--- src/rtl/tl_requester_pkg.sv ---
// ---------------------------------------------------------------------------
// tl_requester_pkg
// Shared definitions for the TileLink requester:
//   - TileLink A-channel and D-channel opcode constants
//   - FSM state encoding (state_t)
//   - expected_d_opcode(): which D opcode answers a given A opcode
//   - is_acquire(): identifies Acquire opcodes that this block never issues
// ---------------------------------------------------------------------------
package tl_requester_pkg;

  // A-channel opcodes
  localparam logic [2:0] A_PUT_FULL      = 3'd0;
  localparam logic [2:0] A_PUT_PARTIAL   = 3'd1;
  localparam logic [2:0] A_ARITHMETIC    = 3'd2;
  localparam logic [2:0] A_LOGICAL       = 3'd3;
  localparam logic [2:0] A_GET           = 3'd4;
  localparam logic [2:0] A_HINT          = 3'd5;
  localparam logic [2:0] A_ACQUIRE_BLOCK = 3'd6;
  localparam logic [2:0] A_ACQUIRE_PERM  = 3'd7;

  // D-channel opcodes
  localparam logic [2:0] D_ACCESS_ACK      = 3'd0;
  localparam logic [2:0] D_ACCESS_ACK_DATA = 3'd1;
  localparam logic [2:0] D_HINT_ACK        = 3'd2;

  typedef enum logic [1:0] {
    ST_IDLE = 2'd0,
    ST_REQ  = 2'd1,
    ST_WAIT = 2'd2,
    ST_RSP  = 2'd3
  } state_t;

  // Acquires have no D answer here; they are rejected before issue, so the
  // default arm is never consulted for them.
  function automatic logic [2:0] expected_d_opcode(input logic [2:0] a_opcode);
    logic [2:0] d_op;
    d_op = D_ACCESS_ACK;
    case (a_opcode)
      A_GET, A_ARITHMETIC, A_LOGICAL: d_op = D_ACCESS_ACK_DATA;
      A_PUT_FULL, A_PUT_PARTIAL:      d_op = D_ACCESS_ACK;
      A_HINT:                         d_op = D_HINT_ACK;
      default:                        d_op = D_ACCESS_ACK;
    endcase
    return d_op;
  endfunction

  function automatic logic is_acquire(input logic [2:0] a_opcode);
    return (a_opcode == A_ACQUIRE_BLOCK) || (a_opcode == A_ACQUIRE_PERM);
  endfunction

endpackage

--- src/rtl/tl_req_timer.sv ---
// ---------------------------------------------------------------------------
// tl_req_timer
// Response timeout counter for the requester's WAIT state.
//   clock   : rising-edge clock
//   reset   : synchronous active-high reset, clears the count
//   clear   : clears the count (asserted on the A fire that enters WAIT)
//   enable  : one WAIT cycle elapsed without a D beat
//   expired : this enabled cycle is the TIMEOUT_CYCLES-th one since clear
// expired is combinational from the count and enable so the FSM leaves WAIT
// on exactly the TIMEOUT_CYCLES-th idle cycle. A D beat in that cycle drops
// enable, so a beat on the limit cycle is never reported as a timeout.
// ---------------------------------------------------------------------------
module tl_req_timer #(
  parameter int TIMEOUT_CYCLES = 1024
) (
  input  logic clock,
  input  logic reset,
  input  logic clear,
  input  logic enable,
  output logic expired
);

  localparam logic [15:0] LIMIT = 16'(TIMEOUT_CYCLES - 1);

  logic [15:0] count;

  always_ff @(posedge clock) begin
    if (reset || clear) begin
      count <= 16'd0;
    end else if (enable && !expired) begin
      count <= count + 16'd1;
    end
  end

  assign expired = enable && (count == LIMIT);

endmodule

--- src/rtl/tl_requester.sv ---
// ---------------------------------------------------------------------------
// tl_requester
// Issues one TileLink A request per command, collects the D response beats
// and reports a summarised result. One transaction outstanding at a time.
//
// Ports:
//   clock, reset                 : rising-edge clock, sync active-high reset
//   cmd_*                        : command handshake (opcode/address/size in)
//   auto_out_a_*                 : TileLink A channel (request out)
//   auto_out_d_*                 : TileLink D channel (response in)
//   rsp_*                        : result handshake (opcode + status flags)
//   dbg_state                    : current FSM state, for observation only
//
// Handshakes: a transfer happens on a rising edge where valid and ready are
// both 1. A producer holds valid and its payload stable until that edge;
// ready may be asserted independently of valid.
//
// FSM: IDLE -> REQ -> WAIT -> RSP -> IDLE. Acquire commands skip straight
// from IDLE to RSP with rsp_mismatch set. All handshake outputs decode the
// state register only, so none depends combinationally on an input.
// ---------------------------------------------------------------------------
module tl_requester
  import tl_requester_pkg::*;
#(
  parameter int TIMEOUT_CYCLES = 1024
) (
  input  logic         clock,
  input  logic         reset,

  input  logic         cmd_valid,
  output logic         cmd_ready,
  input  logic [2:0]   cmd_opcode,
  input  logic [127:0] cmd_address,
  input  logic [1:0]   cmd_size,

  output logic         auto_out_a_valid,
  input  logic         auto_out_a_ready,
  output logic [2:0]   auto_out_a_bits_opcode,
  output logic [1:0]   auto_out_a_bits_size,
  output logic [127:0] auto_out_a_bits_address,

  input  logic         auto_out_d_valid,
  output logic         auto_out_d_ready,
  input  logic [2:0]   auto_out_d_bits_opcode,
  input  logic [1:0]   auto_out_d_bits_param,
  input  logic [1:0]   auto_out_d_bits_size,
  input  logic         auto_out_d_bits_denied,
  input  logic         auto_out_d_bits_corrupt,

  output logic         rsp_valid,
  input  logic         rsp_ready,
  output logic [2:0]   rsp_opcode,
  output logic         rsp_denied,
  output logic         rsp_corrupt,
  output logic         rsp_mismatch,
  output logic         rsp_timeout,

  output state_t       dbg_state
);

  state_t         state;
  logic [2:0]     op_q;
  logic [1:0]     size_q;
  logic [127:0]   addr_q;
  logic [2:0]     exp_op_q;
  logic           beats_left;  // beats still expected after the current one
  logic           first_beat;  // next D beat supplies rsp_opcode
  logic [2:0]     rsp_opcode_q;
  logic           denied_q;
  logic           corrupt_q;
  logic           mismatch_q;
  logic           timeout_q;

  logic           a_fire;
  logic           d_fire;
  logic           timer_expired;
  logic [2:0]     cmd_exp_op;

  // The D param field carries nothing this requester acts on.
  logic           unused_param;
  assign unused_param = ^auto_out_d_bits_param;

  assign a_fire     = (state == ST_REQ) && auto_out_a_ready;
  assign d_fire     = (state == ST_WAIT) && auto_out_d_valid;
  assign cmd_exp_op = expected_d_opcode(cmd_opcode);

  tl_req_timer #(
    .TIMEOUT_CYCLES(TIMEOUT_CYCLES)
  ) u_timer (
    .clock   (clock),
    .reset   (reset),
    .clear   (a_fire),
    .enable  ((state == ST_WAIT) && !d_fire),
    .expired (timer_expired)
  );

  always_ff @(posedge clock) begin
    if (reset) begin
      state        <= ST_IDLE;
      op_q         <= 3'd0;
      size_q       <= 2'd0;
      addr_q       <= 128'd0;
      exp_op_q     <= 3'd0;
      beats_left   <= 1'b0;
      first_beat   <= 1'b0;
      rsp_opcode_q <= 3'd0;
      denied_q     <= 1'b0;
      corrupt_q    <= 1'b0;
      mismatch_q   <= 1'b0;
      timeout_q    <= 1'b0;
    end else begin
      case (state)
        ST_IDLE: begin
          if (cmd_valid) begin
            op_q         <= cmd_opcode;
            size_q       <= cmd_size;
            addr_q       <= cmd_address;
            exp_op_q     <= cmd_exp_op;
            // Only a 2-beat AccessAckData burst needs a second beat.
            beats_left   <= (cmd_exp_op == D_ACCESS_ACK_DATA) && (cmd_size == 2'd2);
            first_beat   <= 1'b1;
            rsp_opcode_q <= 3'd0;
            denied_q     <= 1'b0;
            corrupt_q    <= 1'b0;
            timeout_q    <= 1'b0;
            if (is_acquire(cmd_opcode)) begin
              mismatch_q <= 1'b1;
              state      <= ST_RSP;
            end else begin
              mismatch_q <= 1'b0;
              state      <= ST_REQ;
            end
          end
        end

        ST_REQ: begin
          if (auto_out_a_ready) begin
            state <= ST_WAIT;
          end
        end

        ST_WAIT: begin
          if (d_fire) begin
            first_beat <= 1'b0;
            if (first_beat) begin
              rsp_opcode_q <= auto_out_d_bits_opcode;
            end
            denied_q   <= denied_q  | auto_out_d_bits_denied;
            corrupt_q  <= corrupt_q | auto_out_d_bits_corrupt;
            mismatch_q <= mismatch_q
                        | (auto_out_d_bits_opcode != exp_op_q)
                        | (auto_out_d_bits_size   != size_q);
            if (beats_left) begin
              beats_left <= 1'b0;
            end else begin
              state <= ST_RSP;
            end
          end else if (timer_expired) begin
            timeout_q  <= 1'b1;
            beats_left <= 1'b0;
            state      <= ST_RSP;
          end
        end

        ST_RSP: begin
          if (rsp_ready) begin
            state <= ST_IDLE;
          end
        end

        default: state <= ST_IDLE;
      endcase
    end
  end

  assign cmd_ready               = (state == ST_IDLE);
  assign auto_out_a_valid        = (state == ST_REQ);
  assign auto_out_d_ready        = (state == ST_WAIT);
  assign rsp_valid               = (state == ST_RSP);

  assign auto_out_a_bits_opcode  = op_q;
  assign auto_out_a_bits_size    = size_q;
  assign auto_out_a_bits_address = addr_q;

  assign rsp_opcode              = rsp_opcode_q;
  assign rsp_denied              = denied_q;
  assign rsp_corrupt             = corrupt_q;
  assign rsp_mismatch            = mismatch_q;
  assign rsp_timeout             = timeout_q;

  assign dbg_state               = state;

endmodule

--- config.mk ---
export PLATFORM = sky130hd
export DESIGN_NAME = tl_requester
export DESIGN_NICKNAME = d
export VERILOG_FILES = /design/src/rtl/tl_requester_pkg.sv /design/src/rtl/tl_req_timer.sv /design/src/rtl/tl_requester.sv
export SDC_FILE = /design/constraint.sdc
export NUM_CORES = 1
export LEC_CHECK = 0
export ABC_AREA = 1
export CAP_MARGIN = 40
export CELL_PAD_IN_SITES_DETAIL_PLACEMENT = 1
export CELL_PAD_IN_SITES_GLOBAL_PLACEMENT = 2
export CORE_MARGIN = 4
export CORE_UTILIZATION = 21
export DETAILED_ROUTE_END_ITERATION = 10
export PLACE_DENSITY = 0.9
export SYNTH_ARGS = -nofsm -noshare
export SYNTH_HDL_FRONTEND = slang
export SYNTH_SLANG_ARGS = --single-unit
--- constraint.sdc ---
create_clock -name clock -period 2.47 [get_ports clock]
set_clock_uncertainty 0.15 [all_clocks]
set_input_delay 0.3705 -clock clock [delete_from_list [all_inputs] [get_ports clock]]
set_output_delay 0.3705 -clock clock [all_outputs]
set_load 0.02 [all_outputs]
# After elaboration in Yosys (flattened, before gate mapping)
# Index checks and enable logic that the tools add are counted.
dict set report totals {
  register_bits 163
  output_inout_bits 146
}
dict set report classes {
  n_bitwise 4
  add_sub_neg 1
  reduce_logical 19
  mux 32
  n_eq_ne 23
}
# op count
set op_table {}
lappend op_table {{$add A16 B1 Y16 const B} 1}
lappend op_table {{$eq A16 B10 Y1 const B} 1}
lappend op_table {{$mux W2} 7}
lappend op_table {{$mux W1} 13}
lappend op_table {{$eq A3 B3 Y1 const B} 4}
lappend op_table {{$pmux W1 S2} 6}
lappend op_table {{$ne A2 B1 Y1 const B} 5}
lappend op_table {{$mux W3} 3}
lappend op_table {{$pmux W2 S4} 1}
lappend op_table {{$reduce_and A4 Y1} 2}
lappend op_table {{$eq A2 B2 Y1 const B} 3}
lappend op_table {{$eq A3 B2 Y1 const B} 2}
lappend op_table {{$logic_and A1 B1 Y1} 6}
lappend op_table {{$pmux W3 S2} 1}
lappend op_table {{$reduce_and A3 Y1} 2}
lappend op_table {{$reduce_and A5 Y1} 1}
lappend op_table {{$ne A2 B2 Y1 const B} 2}
lappend op_table {{$or A1 B1 Y1} 4}
lappend op_table {{$pmux W2 S2} 1}
lappend op_table {{$eq A3 B1 Y1 const B} 1}
lappend op_table {{$ne A3 B1 Y1 const B} 1}
lappend op_table {{$ne A3 B3 Y1} 1}
lappend op_table {{$ne A3 B3 Y1 const B} 1}
lappend op_table {{$reduce_or A3 Y1} 1}
lappend op_table {{7 further kinds} 9}

# Depth between registers and ports, before layout
dict set report logic_depth {
  word_depth 8
  depth_mapped 11
}

# Modules after synthesis
# A second synthesis with hierarchy kept.
dict set report hier_totals {
  cells_unflattened 859
  area_unflattened_um2 6373.6
}
# module instances cells_per_inst seq_area_each_um2 area_per_inst_um2
set modules_own_cells {}
lappend modules_own_cells {tl_requester 1 704 2922.8 5355.1}
lappend modules_own_cells {tl_req_timer 1 155 320.3 1018.5}

# Worst setup path after synthesis
# OpenSTA, ideal clock, no wires.
dict set report synth_path {
  path_type {flip-flop to flip-flop}
  start {register state[0] (netlist: dbg_state[0])}
  end {register rsp_opcode_q[0] (netlist: rsp_opcode[0])}
  setup_ns 0.121
  arrival_ns 1.769
  synth_period_minus_slack_ns 2.040
  path_stages_with_launch 12
  slack_ns 0.430
  cell_sequence {dfxtp_1 > inv_1 > ha_1 > buf_6 > inv_1 > nor2_4 > nor2_1 > inv_2 > nor2_4 > inv_1 > nand2_1 > a21oi_1}
}
dict set report synth_via {
  elab_chain_len 4
  word_cells_on_any_way 9
  classes_between {eq/ne (4); mux (1); reduce/logical (4)}
}
# item line
set synth_rtl {}
lappend synth_rtl {{start, declared} tl_requester.sv:61} ;# state_t state;
lappend synth_rtl {{start signal, assigned} tl_requester.sv:99} ;# state <= ST_IDLE;
lappend synth_rtl {{start signal, assigned} tl_requester.sv:128} ;# state <= ST_RSP;
lappend synth_rtl {{start signal, assigned} tl_requester.sv:131} ;# state <= ST_REQ;
lappend synth_rtl {{$eq A2 B2 Y1 (*)} n/a}
lappend synth_rtl {{named net auto_out_d_ready} tl_requester.sv:43} ;# output logic auto_out_d_ready,
lappend synth_rtl {{$logic_and A1 B1 Y1} tl_requester.sv:84} ;# assign d_fire = (state == ST_WAIT) && auto_out_d_valid;
lappend synth_rtl {{$ne A2 B1 Y1 (no source line)} n/a}
lappend synth_rtl {{$reduce_and A4 Y1 (no source line)} n/a}
lappend synth_rtl {{end signal, assigned} tl_requester.sv:146} ;# rsp_opcode_q <= auto_out_d_bits_opcode;
lappend synth_rtl {{end, declared} tl_requester.sv:68} ;# logic [2:0] rsp_opcode_q;
# The timed path passes the listed nets; every way through them passes the cells marked *.
# A chain may end at the register's enable or synchronous reset.

# Final worst setup path
dict set report layout_path {
  start {register state[0] (netlist: dbg_state[0])}
  end {output auto_out_d_ready}
}
dict set report layout_via {
  elab_chain_len 1
}
# item line
set layout_rtl {}
lappend layout_rtl {{$eq A2 B2 Y1} tl_requester.sv:178} ;# assign auto_out_d_ready = (state == ST_WAIT);
lappend layout_rtl {{end, declared} tl_requester.sv:43}
# Every way passes these cells.

==> metrics.md <==
| Metric | Value |
|---|---|
| Worst-case reg-to-reg path depth | `8` |
| Hold path cells | `2` |
| Setup slack, reg-to-reg | `approximately 0.46 ns` |
| Power Density | `1060 nW/um2` |
| Final worst-path cycle share | `0.928` |
| H-Tree Depth | `4` |
| Leakage Power | `3.91 nW` |
| Simple-Gate Fraction of Synth Area | `0.262` |
| Layout area overhead | `62.8%` |
| Max Fclk | `about 0.44 GHz` |
| Worst R2R End | `u_timer.count[14]$_SDFFE_PP0P_` |
| Final core occ | `0.346` |
| Maximum VDD drop | `0.376 mV` |
| Setup repair bufs after CTS | `0` |
| Slew Limit Headroom | `0.666` |
| Post-synthesis adder-cell area fraction | `0.00996` |
| Endpoint class of the critical path | `output pin` |
| Seq/Total Area, Yosys | `0.516` |
| Outcome | `completed` |
| Setup TNS | `0 ns` |
| Routability cong. | `0.756` |
| Post-DP HPWL | `17000 um` |
| Root Driver | `clkbuf_16` |
| Worst-Skew Late Latency | `around 0.43 ns` |
| Worst Setup Path Type | `flop to output pin` |
| WP data arrival | `1.77 ns` |
| Mux contribution to synthesized area | `0.00179` |
| Synth Instances | `847` |
| Drt first-iter violations | `about 220` |
| Max cap viols | `0` |
| Hold_ws | `0.303 ns` |
| Compound-cell area share of the yosys netlist | `0.139` |
| Max stage delay cell, worst path | `clkdlybuf4s50_1` |
| Final wirelength | `roughly 23000 um` |
| Cell area after layout | `10200 um2` |
| Hold buffers post-CTS | `0` |
| First-pass GRT wire length | `36400 um` |
| Chip Height | `181 um` |
| Die area | `32700 um2` |
| Die X | `181 um` |
| DRT Pass-1 Iters | `4` |
| Syn Nets | `1000` |
| Initial antenna violation count | `4` |
| Worst setup margin | `0.179 ns` |
| Site row count | `63` |
| Io pins | `294` |
| Number of synthesized register bits | `162` |
| WP data required | `1.95 ns` |
| CP startpoint kind | `flop` |
| DRC viols | `0` |
| CTS tree | `built` |
| CTS Buf Count | `17` |
| CTS clock-pin slew for the worst setup and hold paths | `0.08 ns` |
| Worst Hold End | `rsp_timeout$_SDFFE_PP0P_` |
| RSZ-0062 raised after global routing | `false` |
| IO Port Bufs | `roughly 290` |
| Synth cell types | `28` |
| Synthesized cell area | `between 6000 and 7000 um2` |
| Pre-CTS WS | `0.378 ns` |
| Layout cell share with drive strength beyond 1 | `0.0531` |
| GRT Resource Usage Total | `0.140` |
| Initial Util | `0.212` |
| CP max stage delay | `0.64 ns` |
| Xor/xnor share of the synthesized area | `0.0112` |
| Hold Fails Final Rpt | `0` |
| Detail Route Antenna Nets | `0` |
| Cell breakdown of the critical path | `inv_1 -> ha_1 -> clkdlybuf4s50_1` |
| Vias | `6372` |
| Core Region | `29600 um2` |
| Hold_sp | `rsp_timeout$_SDFFE_PP0P_` |
| Largest net degree at the start of global routing | `82` |
| Final max-slew violation count | `0` |
| Vias in the first global route | `between 6000 and 7000` |
| Mean area per synthesized cell | `approximately 7.4 um2` |
| Yosys Warn Count | `0` |
| Actual slew at the worst max-slew pin | `0.500 ns` |
| Critical R2R Launch | `u_timer.count[1]$_SDFFE_PP0P_` |
| Wire length per cell | `~15 um` |
| Placed cell area | `~9600 um2` |
| CTS max path bufs | `2` |
| Min-Delay Path Class | `flop to flop` |
| CTS sink count | `162` |
| Gr ovfl total | `0` |
| Final #Nets | `1270` |
| Largest family of logic cells by synthesized area | `simple AND/OR/NAND/NOR gates` |
| Routed vias/inst | `roughly 4.2` |
| Final period demand of the worst path | `2.29 ns` |
| Final setup fails | `0` |
| Crit-path max FO | `5` |
cells in the final DEF, fill, tap and decap left out, types with 3 or more instances in the layout:
| master | n |
|---|---|
| ha_1 | 5 |
| inv_2 | 3 |
| nand3_1 | 11 |
| xor2_1 | 3 |
| nand4_1 | 5 |
| bufinv_16 | 4 |
| clkbuf_16 | 17 |
| o21ai_1 | 3 |
| dfxtp_1 | 162 |
| nor2_4 | 3 |
| clkinv_2 | 3 |
| a21oi_1 | 31 |
| buf_12 | 5 |
| diode_2 | 3 |
| nand2_1 | 88 |
| nand2_2 | 3 |
| nand2_4 | 3 |
| clkdlybuf4s50_1 | 290 |
| inv_1 | 31 |
| nor2_1 | 294 |
| clkinv_4 | 3 |
| buf_4 | 4 |
| o21ai_0 | 137 |
| xnor2_1 | 5 |
layout make-up:
| cell class | count | area (um2) |
|---|---|---|
| fill | 3522 | 19300 |
| inverter | 36 | 139 |
| clock inverter | 12 | 180 |
| sequential | 162 | 3240 |
| antenna | 3 | 7.51 |
| tap | 390 | 488 |
| timing repair buffer | 300 | 3050 |
| multi-input combinational | 600 | 2670 |
| clock buffer | 20 | 457 |
power by group:
part           internal [mW]  switching (mW)
clock                   1.75            1.16
sequential              3.27           0.336
combinational           1.88            2.48
total                   6.90            3.98
worst max path at each step:
stage                              start                                      end  slack, ns
6_report       dbg_state[0]$_SDFFE_PP0P_                         auto_out_d_ready       0.18
5_1_grt        dbg_state[0]$_SDFFE_PP0P_                         auto_out_d_ready       0.03
4_1_cts        dbg_state[0]$_SDFFE_PP0P_                                cmd_ready       0.06
3_5_place_dp                       reset  auto_out_a_bits_address[1]$_SDFFE_PP0P_       0.38
3_3_place_gp                       reset  auto_out_a_bits_address[1]$_SDFFE_PP0P_       0.39
2_1_floorplan  dbg_state[0]$_SDFFE_PP0P_               rsp_opcode[0]$_SDFFE_PP0P_       0.43
layer usage:
layer / global-route usage / routed length (um)
met1: 0.159 / 9580
met2: 0.239 / 11400
met3: 0.0548 / 1750
met4: 0.0480 / 501
met5: 0 / 13
worst max-delay path: cells and delay by family, from the launching register on:
family | cells | cell delay [ns]
flip-flops | 1 | 0.36
adder cells (fa/ha/maj) | 1 | 0.25
buffers and inverters | 2 | 0.74
cells by family (layout without fill, tap and decap cells):
| kind of cell | after synthesis | in the layout |
|---|---|---|
| compound gates | 173 | 173 |
| xor+xnor | 8 | 8 |
| fa+ha+maj | 5 | 5 |
| buf+inv | 85 | 368 |
| flops | 162 | 162 |
| mux | 1 | 1 |
| other cells | 0 | 3 |
| simple gates | 413 | 413 |
flip-flops by register name (all words and copies together) (netlist names):
signal                   flops
auto_out_a_bits_address    128
u_timer.count               16
auto_out_a_bits_opcode       3
rsp_opcode                   3
auto_out_a_bits_size         2
dbg_state                    2
exp_op_q                     2
beats_left                   1
first_beat                   1
rsp_corrupt                  1
rsp_denied                   1
rsp_mismatch                 1
rsp_timeout                  1
synthesized netlist by cell type, drive strengths merged:
cell,instances,area share
xor2,3,0.0042
inv,35,0.021
nand2,94,0.060
xnor2,5,0.0070
ha,5,0.010
nand4,5,0.0050
clkbuf,32,0.019
o211ai,1,0.0012
buf,17,0.019
clkinv,1,0.00060
or3,1,0.0010
o21ai,140,0.11
nor2,299,0.18
dfxtp,162,0.52
mux2,1,0.0018
a21oi,32,0.026
nand3,13,0.012
nor3,1,0.00080
through the flow:
stage	total power [mW]	std cells
4_1_cts	11.1	1520
3_3_place_gp	8.02	1488
2_1_floorplan	6.00	847
6_report	10.9	1523
3_5_place_dp	8.12	1488
5_1_grt	11.6	1523
what timing repair did:
item                                   CTS  global route
endpoints found under the hold margin    0             0
setup endpoints to repair                0             1
resized for setup                        0             1
Note: power is estimated with default switching activity, not from simulation.
